`src/rtl/ikaopll_dac_collector_if.sv`:
```
// PCM sample stream from the OPLL DAC collector (master) to a host audio sink (slave).
// With IKAOPLL_COLLECTOR_FRAMETAG_EN defined, an 8-bit frame tag travels with each sample.
interface ikaopll_dac_collector_if;
  logic        smpl_valid;
  logic [15:0] smpl_data;
  logic        smpl_ready;
`ifdef IKAOPLL_COLLECTOR_FRAMETAG_EN
  logic [7:0]  smpl_tag;

  modport master (
    output smpl_valid,
    output smpl_data,
    output smpl_tag,
    input  smpl_ready
  );

  modport slave (
    input  smpl_valid,
    input  smpl_data,
    input  smpl_tag,
    output smpl_ready
  );
`else
  modport master (
    output smpl_valid,
    output smpl_data,
    input  smpl_ready
  );

  modport slave (
    input  smpl_valid,
    input  smpl_data,
    output smpl_ready
  );
`endif
endinterface

```
`src/rtl/ikaopll_dac_collector.sv`:
```
// Collects one 18-slot OPLL frame of impulse-DAC words, mixes melody/rhythm into a 16-bit PCM
// sample and queues it in a small FIFO. Optional frame tags: IKAOPLL_COLLECTOR_FRAMETAG_EN.
module ikaopll_dac_collector #(
  parameter int FIFO_DEPTH = 4,
  parameter int OUT_SHIFT  = 3
) (
  input  logic                    i_EMUCLK,
  input  logic                    i_RST,
  input  logic                    i_phi1_NCEN_n,
  input  logic                    i_CYCLE_00,
  input  logic                    i_DAC_EN_MO,
  input  logic                    i_DAC_EN_RO,
  input  logic                    i_IMP_SIGN,
  input  logic [7:0]              i_IMP_MAG,
  input  logic signed [4:0]       i_MOVOL,
  input  logic signed [4:0]       i_ROVOL,
  ikaopll_dac_collector_if.master smpl_if,
  output logic                    o_OVERFLOW
);

  localparam int AW = (FIFO_DEPTH > 1) ? $clog2(FIFO_DEPTH) : 1;
  localparam int CW = AW + 1;

`ifdef IKAOPLL_COLLECTOR_FRAMETAG_EN
  typedef struct packed {
    logic [7:0]         tag;
    logic signed [15:0] pcm;
  } smpl_t;
`else
  typedef struct packed {
    logic signed [15:0] pcm;
  } smpl_t;
`endif

  // 13-bit accumulate with clamping at +4095 / -4096
  function automatic logic signed [12:0] acc_add(input logic signed [12:0] a,
                                                 input logic signed [9:0]  b);
    logic [13:0] s;
    s = {a[12], a} + {{4{b[9]}}, b};
    if (s[13] != s[12]) acc_add = s[13] ? 13'sh1000 : 13'sh0FFF;
    else                acc_add = s[12:0];
  endfunction

  // ---------------------------------------------------------------- frame accumulation
  logic signed [12:0] r_acc_mo, r_acc_ro;
  logic signed [12:0] r_hold_mo, r_hold_ro;
  logic               r_synced;
  logic               r_mix_req;

  logic               w_tick, w_frame;
  logic signed [9:0]  w_word;
  logic signed [12:0] w_base_mo, w_base_ro, w_acc_mo_nx, w_acc_ro_nx;

  assign w_tick  = ~i_phi1_NCEN_n;
  assign w_frame = w_tick & i_CYCLE_00;
  // Negative words are the one's complement of the magnitude: -(MAG+1)
  assign w_word  = i_IMP_SIGN ? {2'b11, ~i_IMP_MAG} : {2'b00, i_IMP_MAG};

  assign w_base_mo   = i_CYCLE_00 ? '0 : r_acc_mo;
  assign w_base_ro   = i_CYCLE_00 ? '0 : r_acc_ro;
  assign w_acc_mo_nx = i_DAC_EN_MO ? acc_add(w_base_mo, w_word) : w_base_mo;
  assign w_acc_ro_nx = i_DAC_EN_RO ? acc_add(w_base_ro, w_word) : w_base_ro;

  // NOTE: sequential state uses non-blocking assignments so every register samples pre-edge values.
  always_ff @(posedge i_EMUCLK) begin
    if (i_RST) begin
      r_acc_mo  <= '0;
      r_acc_ro  <= '0;
      r_hold_mo <= '0;
      r_hold_ro <= '0;
      r_synced  <= 1'b0;
      r_mix_req <= 1'b0;
    end else begin
      if (w_tick) begin
        r_acc_mo <= w_acc_mo_nx;
        r_acc_ro <= w_acc_ro_nx;
      end
      if (w_frame) begin
        r_hold_mo <= r_acc_mo;
        r_hold_ro <= r_acc_ro;
        r_synced  <= 1'b1;
      end
      r_mix_req <= w_frame & r_synced;
    end
  end

  // ---------------------------------------------------------------- mix stage
  logic signed [17:0] w_prod_mo, w_prod_ro;
  logic signed [18:0] w_mix;
  logic signed [25:0] w_shifted;
  logic signed [15:0] w_pcm;

  assign w_prod_mo = 18'(r_hold_mo) * 18'(i_MOVOL);
  assign w_prod_ro = 18'(r_hold_ro) * 18'(i_ROVOL);
  assign w_mix     = 19'(w_prod_mo) + 19'(w_prod_ro);
  assign w_shifted = 26'(w_mix) <<< OUT_SHIFT;

  // NOTE: combinational outputs get a default first so no path can infer a latch.
  always_comb begin
    w_pcm = w_shifted[15:0];
    if (w_shifted[25:15] != {11{w_shifted[25]}})
      w_pcm = w_shifted[25] ? 16'sh8000 : 16'sh7FFF;
  end

  smpl_t r_mix;
  logic  r_push;
`ifdef IKAOPLL_COLLECTOR_FRAMETAG_EN
  logic [7:0] r_frame_cnt;
`endif

  always_ff @(posedge i_EMUCLK) begin
    if (i_RST) begin
      r_mix  <= '0;
      r_push <= 1'b0;
`ifdef IKAOPLL_COLLECTOR_FRAMETAG_EN
      r_frame_cnt <= '0;
`endif
    end else begin
      r_push <= r_mix_req;
      if (r_mix_req) begin
        r_mix.pcm <= w_pcm;
`ifdef IKAOPLL_COLLECTOR_FRAMETAG_EN
        r_mix.tag <= r_frame_cnt;
`endif
      end
`ifdef IKAOPLL_COLLECTOR_FRAMETAG_EN
      if (w_frame && r_synced) r_frame_cnt <= r_frame_cnt + 8'd1;
`endif
    end
  end

  // ---------------------------------------------------------------- sample FIFO
  smpl_t          r_mem [FIFO_DEPTH];
  smpl_t          r_head, w_head_nx;
  logic [AW-1:0]  r_wr_ptr, r_rd_ptr, w_rd_ptr_nx1;
  logic [CW-1:0]  r_count;
  logic           r_overflow;
  logic           w_valid, w_full, w_pop, w_wr;

  assign w_valid      = (r_count != '0);
  assign w_full       = (r_count == CW'(FIFO_DEPTH));
  assign w_pop        = w_valid & smpl_if.smpl_ready;
  // A full FIFO still accepts a push on the same edge as a pop
  assign w_wr         = r_push & (~w_full | w_pop);
  assign w_rd_ptr_nx1 = r_rd_ptr + AW'(1);

  // NOTE: the storage array has no reset; r_count alone decides which entries are live.
  always_ff @(posedge i_EMUCLK) begin
    if (w_wr) r_mem[r_wr_ptr] <= r_mix;
  end

  // Head register tracks the entry at r_rd_ptr; it keeps its value once the FIFO drains
  always_comb begin
    w_head_nx = r_head;
    if (w_pop) begin
      if (r_count > CW'(1)) w_head_nx = r_mem[w_rd_ptr_nx1];
      else if (w_wr)        w_head_nx = r_mix;
    end else if (!w_valid && w_wr) begin
      w_head_nx = r_mix;
    end
  end

  always_ff @(posedge i_EMUCLK) begin
    if (i_RST) begin
      r_wr_ptr   <= '0;
      r_rd_ptr   <= '0;
      r_count    <= '0;
      r_head     <= '0;
      r_overflow <= 1'b0;
    end else begin
      if (w_wr)  r_wr_ptr <= r_wr_ptr + AW'(1);
      if (w_pop) r_rd_ptr <= w_rd_ptr_nx1;
      r_count <= r_count + CW'(w_wr) - CW'(w_pop);
      r_head  <= w_head_nx;
      if (r_push && !w_wr) r_overflow <= 1'b1;
    end
  end

  assign smpl_if.smpl_valid = w_valid;
  assign smpl_if.smpl_data  = r_head.pcm;
`ifdef IKAOPLL_COLLECTOR_FRAMETAG_EN
  assign smpl_if.smpl_tag   = r_head.tag;
`endif
  assign o_OVERFLOW = r_overflow;

endmodule
```
`src/flat_wrapper.sv`:
```
// flat-port wrapper written by rule: the top's interface ports become plain ports
module ikaopll_dac_collector_flat 
#(
  parameter int FIFO_DEPTH = 4,
  parameter int OUT_SHIFT  = 3
)
  (i_EMUCLK, i_RST, i_phi1_NCEN_n, i_CYCLE_00, i_DAC_EN_MO, i_DAC_EN_RO, i_IMP_SIGN, i_IMP_MAG, i_MOVOL, i_ROVOL, o_OVERFLOW, smpl_if_smpl_valid, smpl_if_smpl_data, smpl_if_smpl_ready);
  ikaopll_dac_collector_if smpl_if_i ();
  input  logic i_EMUCLK;
  input  logic i_RST;
  input  logic i_phi1_NCEN_n;
  input  logic i_CYCLE_00;
  input  logic i_DAC_EN_MO;
  input  logic i_DAC_EN_RO;
  input  logic i_IMP_SIGN;
  input  logic [7:0] i_IMP_MAG;
  input  logic signed [4:0] i_MOVOL;
  input  logic signed [4:0] i_ROVOL;
  output logic o_OVERFLOW;
  output wire logic [$bits(smpl_if_i.smpl_valid)-1:0] smpl_if_smpl_valid;
  output wire logic [$bits(smpl_if_i.smpl_data)-1:0] smpl_if_smpl_data;
  input wire logic [$bits(smpl_if_i.smpl_ready)-1:0] smpl_if_smpl_ready;
  assign smpl_if_smpl_valid = smpl_if_i.smpl_valid;
  assign smpl_if_smpl_data = smpl_if_i.smpl_data;
  assign smpl_if_i.smpl_ready = smpl_if_smpl_ready;
  ikaopll_dac_collector #(.FIFO_DEPTH(FIFO_DEPTH), .OUT_SHIFT(OUT_SHIFT)) u_core (.i_EMUCLK(i_EMUCLK), .i_RST(i_RST), .i_phi1_NCEN_n(i_phi1_NCEN_n), .i_CYCLE_00(i_CYCLE_00), .i_DAC_EN_MO(i_DAC_EN_MO), .i_DAC_EN_RO(i_DAC_EN_RO), .i_IMP_SIGN(i_IMP_SIGN), .i_IMP_MAG(i_IMP_MAG), .i_MOVOL(i_MOVOL), .i_ROVOL(i_ROVOL), .smpl_if(smpl_if_i), .o_OVERFLOW(o_OVERFLOW));
endmodule
```
`config.mk`:
```
export PLATFORM = sky130hd
export DESIGN_NAME = ikaopll_dac_collector_flat
export DESIGN_NICKNAME = d
export VERILOG_FILES = /design/src/rtl/ikaopll_dac_collector_if.sv /design/src/rtl/ikaopll_dac_collector.sv /design/src/flat_wrapper.sv
export SDC_FILE = /design/constraint.sdc
export NUM_CORES = 1
export LEC_CHECK = 0
export BUFFER_PORTS_ARGS = -buffer_cell sky130_fd_sc_hd__buf_2
export CAP_MARGIN = 25
export CORE_ASPECT_RATIO = 0.8
export CORE_UTILIZATION = 32
export CTS_CLUSTER_SIZE = 16
export DETAILED_ROUTE_END_ITERATION = 7
export GPL_TIMING_DRIVEN = 0
export MAX_ROUTING_LAYER = met4
export PLACE_DENSITY = 0.47
export RECOVER_POWER = 25
export SLEW_MARGIN = 10
export SYNTH_ARGS = -nofsm -noshare
export SYNTH_HDL_FRONTEND = slang
export SYNTH_SLANG_ARGS = --single-unit
```
`constraint.sdc`:
```
create_clock -name i_EMUCLK -period 5.41 [get_ports i_EMUCLK]
set_input_delay 0.2705 -clock i_EMUCLK [delete_from_list [all_inputs] [get_ports i_EMUCLK]]
set_output_delay 0.2705 -clock i_EMUCLK [all_outputs]
set_load 0.01 [all_outputs]
```
==> flow_results.org <==
** Final layout
- The library cell used most frequently in the layout, excluding fill and tap cells, is sky130_fd_sc_hd__nand2_1.
- Of the cells placed in the final design, the portion with a size suffix greater than 1 is 17.7%.
- Core Util, Final :: 38.8%
- In the final design database the tool counted 1528 nets.
- Compared with the post-synthesis result, the final layout area differs by 18.1%.
- The layout has 3624 filler cells.
- Leaving out fill and tap cells, the most frequent cells in the layout are sky130_fd_sc_hd__nand2_1 (158), sky130_fd_sc_hd__inv_1 (148), sky130_fd_sc_hd__fa_1 (114).
- Total inserted antenna cells :: 0

** Detailed routing
- The pre-antenna-repair detailed-routing pass consisted of 5 iterations.
- Total vias in the final route :: 8494
- DRC :: 0
- Number of design-rule violations left by the first detailed-router iteration :: 358
- The final layout contains routed wiring with a total length of 29300 um.
- Using the TritonRoute via totals, the vias-per-cell ratio works out to 4.73.
- After detailed routing, the average wire length per cell comes to 16.3 um.
- Once detail routing completed, the nets flagged for antenna violations numbered 0.

** Worst setup path
- R2r startpoint :: u_core.r_hold_ro[3]
- For this run, the slowest stage of the critical path takes 0.54 ns.
- Delay-heaviest family, CP :: adder cells
- Most used cell along the critical path :: sky130_fd_sc_hd__fa_1
- Startpoint type of the worst setup path :: flip-flop
- Data arrival time of the critical path :: 5.76 ns
- Data required, critical path :: 5.70 ns
- List of cells traversed by the critical path :: and2_1 > fa_1 > fa_1 > fa_1 > fa_1 > inv_1 > fa_1 > inv_1 > ha_4 > o211ai_1 > o21ai_2 > o311a_1 > or3_4 > a21oi_2 > nand4_1 > clkbuf_8 > a22oi_2 > o41ai_2
- Tracing the worst setup path back leads to its startpoint at u_core.r_hold_ro[3].
- Number of buffers and inverters on the critical path :: 3
- Cell with the biggest individual delay on the critical path :: sky130_fd_sc_hd__fa_1
- Reg2reg end :: u_core.r_mix[9]
- The worst setup path is of the reg -> reg kind.
- For flop-to-flop paths, the worst setup slack is -0.06 ns.
- STA classifies the critical path endpoint as a flip-flop.
- Along the worst path, the maximum fanout reaches 5.
- The most critical setup path has its endpoint at u_core.r_mix[9].
- Worst Reg-to-Reg Cells :: 18
- In this run the number of cells on the critical path is 18.

** Clocking
- Number of buffers inserted during clock tree synthesis :: 17
- Clock tree buffer depth :: 2
- After clock tree synthesis, the clock-pin slew on the worst setup and hold paths is 0.07 ns.
- TritonCTS built the clock tree.
- CTS saw 147 sinks.
- In this run the number of H-tree levels came out at 4.
- Clock root buffer master :: sky130_fd_sc_hd__clkbuf_16
- At the later pin of the worst-skew pair, clock insertion delay measures 0.43 ns.

** Floorplanning
- During I/O placement, the number of pins put on the boundary was 44.
- Vert. Die Dim :: 175 um
- In this run the standard cell core region covers 36200 um2.
- Once the floorplan was initialized, standard cells occupied 32.9% of the core.
- In this run the horizontal extent of the chip is 218 um.
- In this run the core area contains 62 standard-cell rows.
- The floorplan step defined a die boundary enclosing 38000 um2.

** Timing
- The worst pin sits at a relative slew slack of 40.9%.
- The hold violation count in the final report is 0.
- Min setup slack post-route :: -0.0608 ns
- At the pin with the least slew margin, the transition time is 0.887 ns.
- Static timing analysis puts the maximum clock frequency at 183 MHz.
- Across the routed clock network, the largest skew measured is 0.00833 ns.
- The worst path in the final design needs a cycle of 5.47 ns, including I/O delays and setup.
- After routing, the total negative slack on setup checks comes to -0.246 ns.
- After layout, the worst path uses 101% of the clock period.
- Setup repair after global routing could not meet its margin everywhere.
- Setup violations remaining at the end of the flow were counted as 6.
- Number of slew-limit violations in the final report :: 0

** Logic synthesis
- After synthesis the cells add up to 11900 um2.
- Number of synthesis warnings :: 0
- Yosys mapped a number of flops with a built-in enable equal to 56.
- Synth Register Bits :: 147
- Counting every net in the synthesized netlist gives 1446.
- Counting every instance in the synthesized netlist gives 1222.
- In the synthesized netlist the dominant register cell turns out to be sky130_fd_sc_hd__dfxtp_1.
- Mean post-synth cell area :: 9.74 um2
- Unique masters post-synth :: 68
- Share of synthesized flip-flops with an asynchronous set or reset :: 0%
- Sequential cells were found to cover 29.4% of the synthesized design area.

** Power and ir drop
- The worst-case IR drop observed on VDD is 0.000169 V.
- Leak Pwr :: 5.80 nW
- In this run the power density over the cells is 297 nW/um2.

** Global routing
- The number of global-route vias before repair came to 8752.
- Total overflow reported by the global router :: 0
- Number of antenna violations at the first check in global routing :: 0
- The first global-routing pass estimated 48100 um of wire.
- Entering global routing, the biggest net connects 17 pins.
- In the global route stage, overall resource usage came out at 16.7%.

** Placement
- The congestion estimate from routability-driven global placement came to 0.832.
- Number of port buffers :: 42
- HPWL after DPL :: 23600 um

** Outcome
- Status :: complete, but fails checks
- The checks that failed: setup timing.

** Min path
- The min-delay analysis places its worst path in the category in -> reg.
- Worst hold start :: smpl_if_smpl_ready

** Run
- Max-capacitance violation count :: 0
==> registers in the layout, summed over array words and instances, names as in the netlist, 3 cells and up <==
signal	flops
u_core.r_mem	56
u_core.r_mix	14
u_core.smpl_if.smpl_data	14
u_core.r_acc_mo	13
u_core.r_acc_ro	13
u_core.r_hold_mo	13
u_core.r_hold_ro	13
u_core.r_count	3
==> area by class of cell <==
type / instances / area, um2 / area share [%]
Sequential cell: 147 / 3570 / 25.4
Multi-Input combinational cell: 871 / 8080 / 57.5
Clock buffer: 17 / 425 / 3.03
Buffer: 51 / 236 / 1.68
Clock inverter: 15 / 194 / 1.38
Inverter: 153 / 576 / 4.09
Tap cell: 480 / 601 / 4.27
Timing Repair Buffer: 63 / 375 / 2.67
==> stage by stage <==
stage	setup WS [ns]	hold slack (ns)	total power, mW	std cells	cell area (um2)
6_report	-0.0608	0.217	4.17	1797	14100
5_1_grt	-0.296	0.227	4.45	1797	14100
2_1_floorplan	0.00111	0.432	2.31	1222	11900
3_3_place_gp	-1.03	0.446	2.66	1744	12700
3_5_place_dp	-1.08	0.457	2.67	1744	12700
4_1_cts	-0.0429	0.195	4.15	1792	13900
==> cells by family (layout without fill, tap and decap cells) <==
| logic type | Yosys count | after routing | synth area share, % |
|---|---|---|---|
| buffers and inverters | 204 | 299 | 6.57 |
| muxes | 30 | 30 | 3.99 |
| xor gates and xnor gates | 50 | 50 | 3.74 |
| DFF | 147 | 147 | 29.4 |
| adders and majority gates | 198 | 198 | 28.3 |
| and+or+nand+nor | 374 | 374 | 15.3 |
| AOI/OAI and AO/OA | 219 | 219 | 12.7 |
==> per-layer routing <==
metal | wire, um | part of all wire (%) | track usage [%]
met2 | 13100 | 45 | 25.3
met5 | 0 | 0 | -
met3 | 733 | 2.5 | 2.80
met4 | 289 | 0.99 | 2.88
met1 | 15200 | 52 | 23.5
==> how the worst min path moves through the flow <==
stage	depth (start not counted)	endpoint	slack [ns]
4_1_cts	4	u_core.o_OVERFLOW	0.20
3_3_place_gp	2	u_core.r_synced	0.45
3_5_place_dp	2	u_core.o_OVERFLOW	0.46
6_report	4	u_core.o_OVERFLOW	0.22
2_1_floorplan	2	u_core.r_synced	0.43
5_1_grt	4	u_core.o_OVERFLOW	0.23
==> power by group <==
group	internal (mW)	switching, mW
sequential	1.20	0.0520
clock	0.740	0.504
combinational	0.754	0.918
total	2.69	1.47
==> tightest hold or removal path: stages <==
cell and delay [ns]:
sky130_fd_sc_hd__buf_2 0.11, sky130_fd_sc_hd__nor4_1 0.05, sky130_fd_sc_hd__a21oi_1 0.13, sky130_fd_sc_hd__nor2_1 0.04
==> Yosys cell counts (18+ instances only) <==
cell type | n | area share (%)
sky130_fd_sc_hd__inv_1 | 151 | 4.8
sky130_fd_sc_hd__xor2_1 | 25 | 1.8
sky130_fd_sc_hd__fa_1 | 118 | 20
sky130_fd_sc_hd__a21o_1 | 18 | 1.1
sky130_fd_sc_hd__nand2b_1 | 23 | 1.2
sky130_fd_sc_hd__xnor2_1 | 24 | 1.8
sky130_fd_sc_hd__ha_1 | 80 | 8.4
sky130_fd_sc_hd__clkbuf_1 | 44 | 1.4
sky130_fd_sc_hd__nor2_1 | 50 | 1.6
sky130_fd_sc_hd__nor2b_1 | 39 | 2.0
sky130_fd_sc_hd__nand2_1 | 161 | 5.1
sky130_fd_sc_hd__o21ai_0 | 28 | 1.2
sky130_fd_sc_hd__edfxtp_1 | 56 | 14
sky130_fd_sc_hd__dfxtp_1 | 91 | 15
sky130_fd_sc_hd__and2_1 | 57 | 3.0
sky130_fd_sc_hd__a21oi_1 | 70 | 2.9
==> what timing repair did <==
item | CTS | global route
cloned | 2 | 0
endpoints found under the hold margin | 0 | 0
hold buffers | 0 | 0
endpoints found under the setup margin | 14 | 13
pin swaps | 33 | 12
buffers inserted | 14 | 5
resized for setup | 110 | 27
No activity file was read; power rests on OpenSTA's default activity.
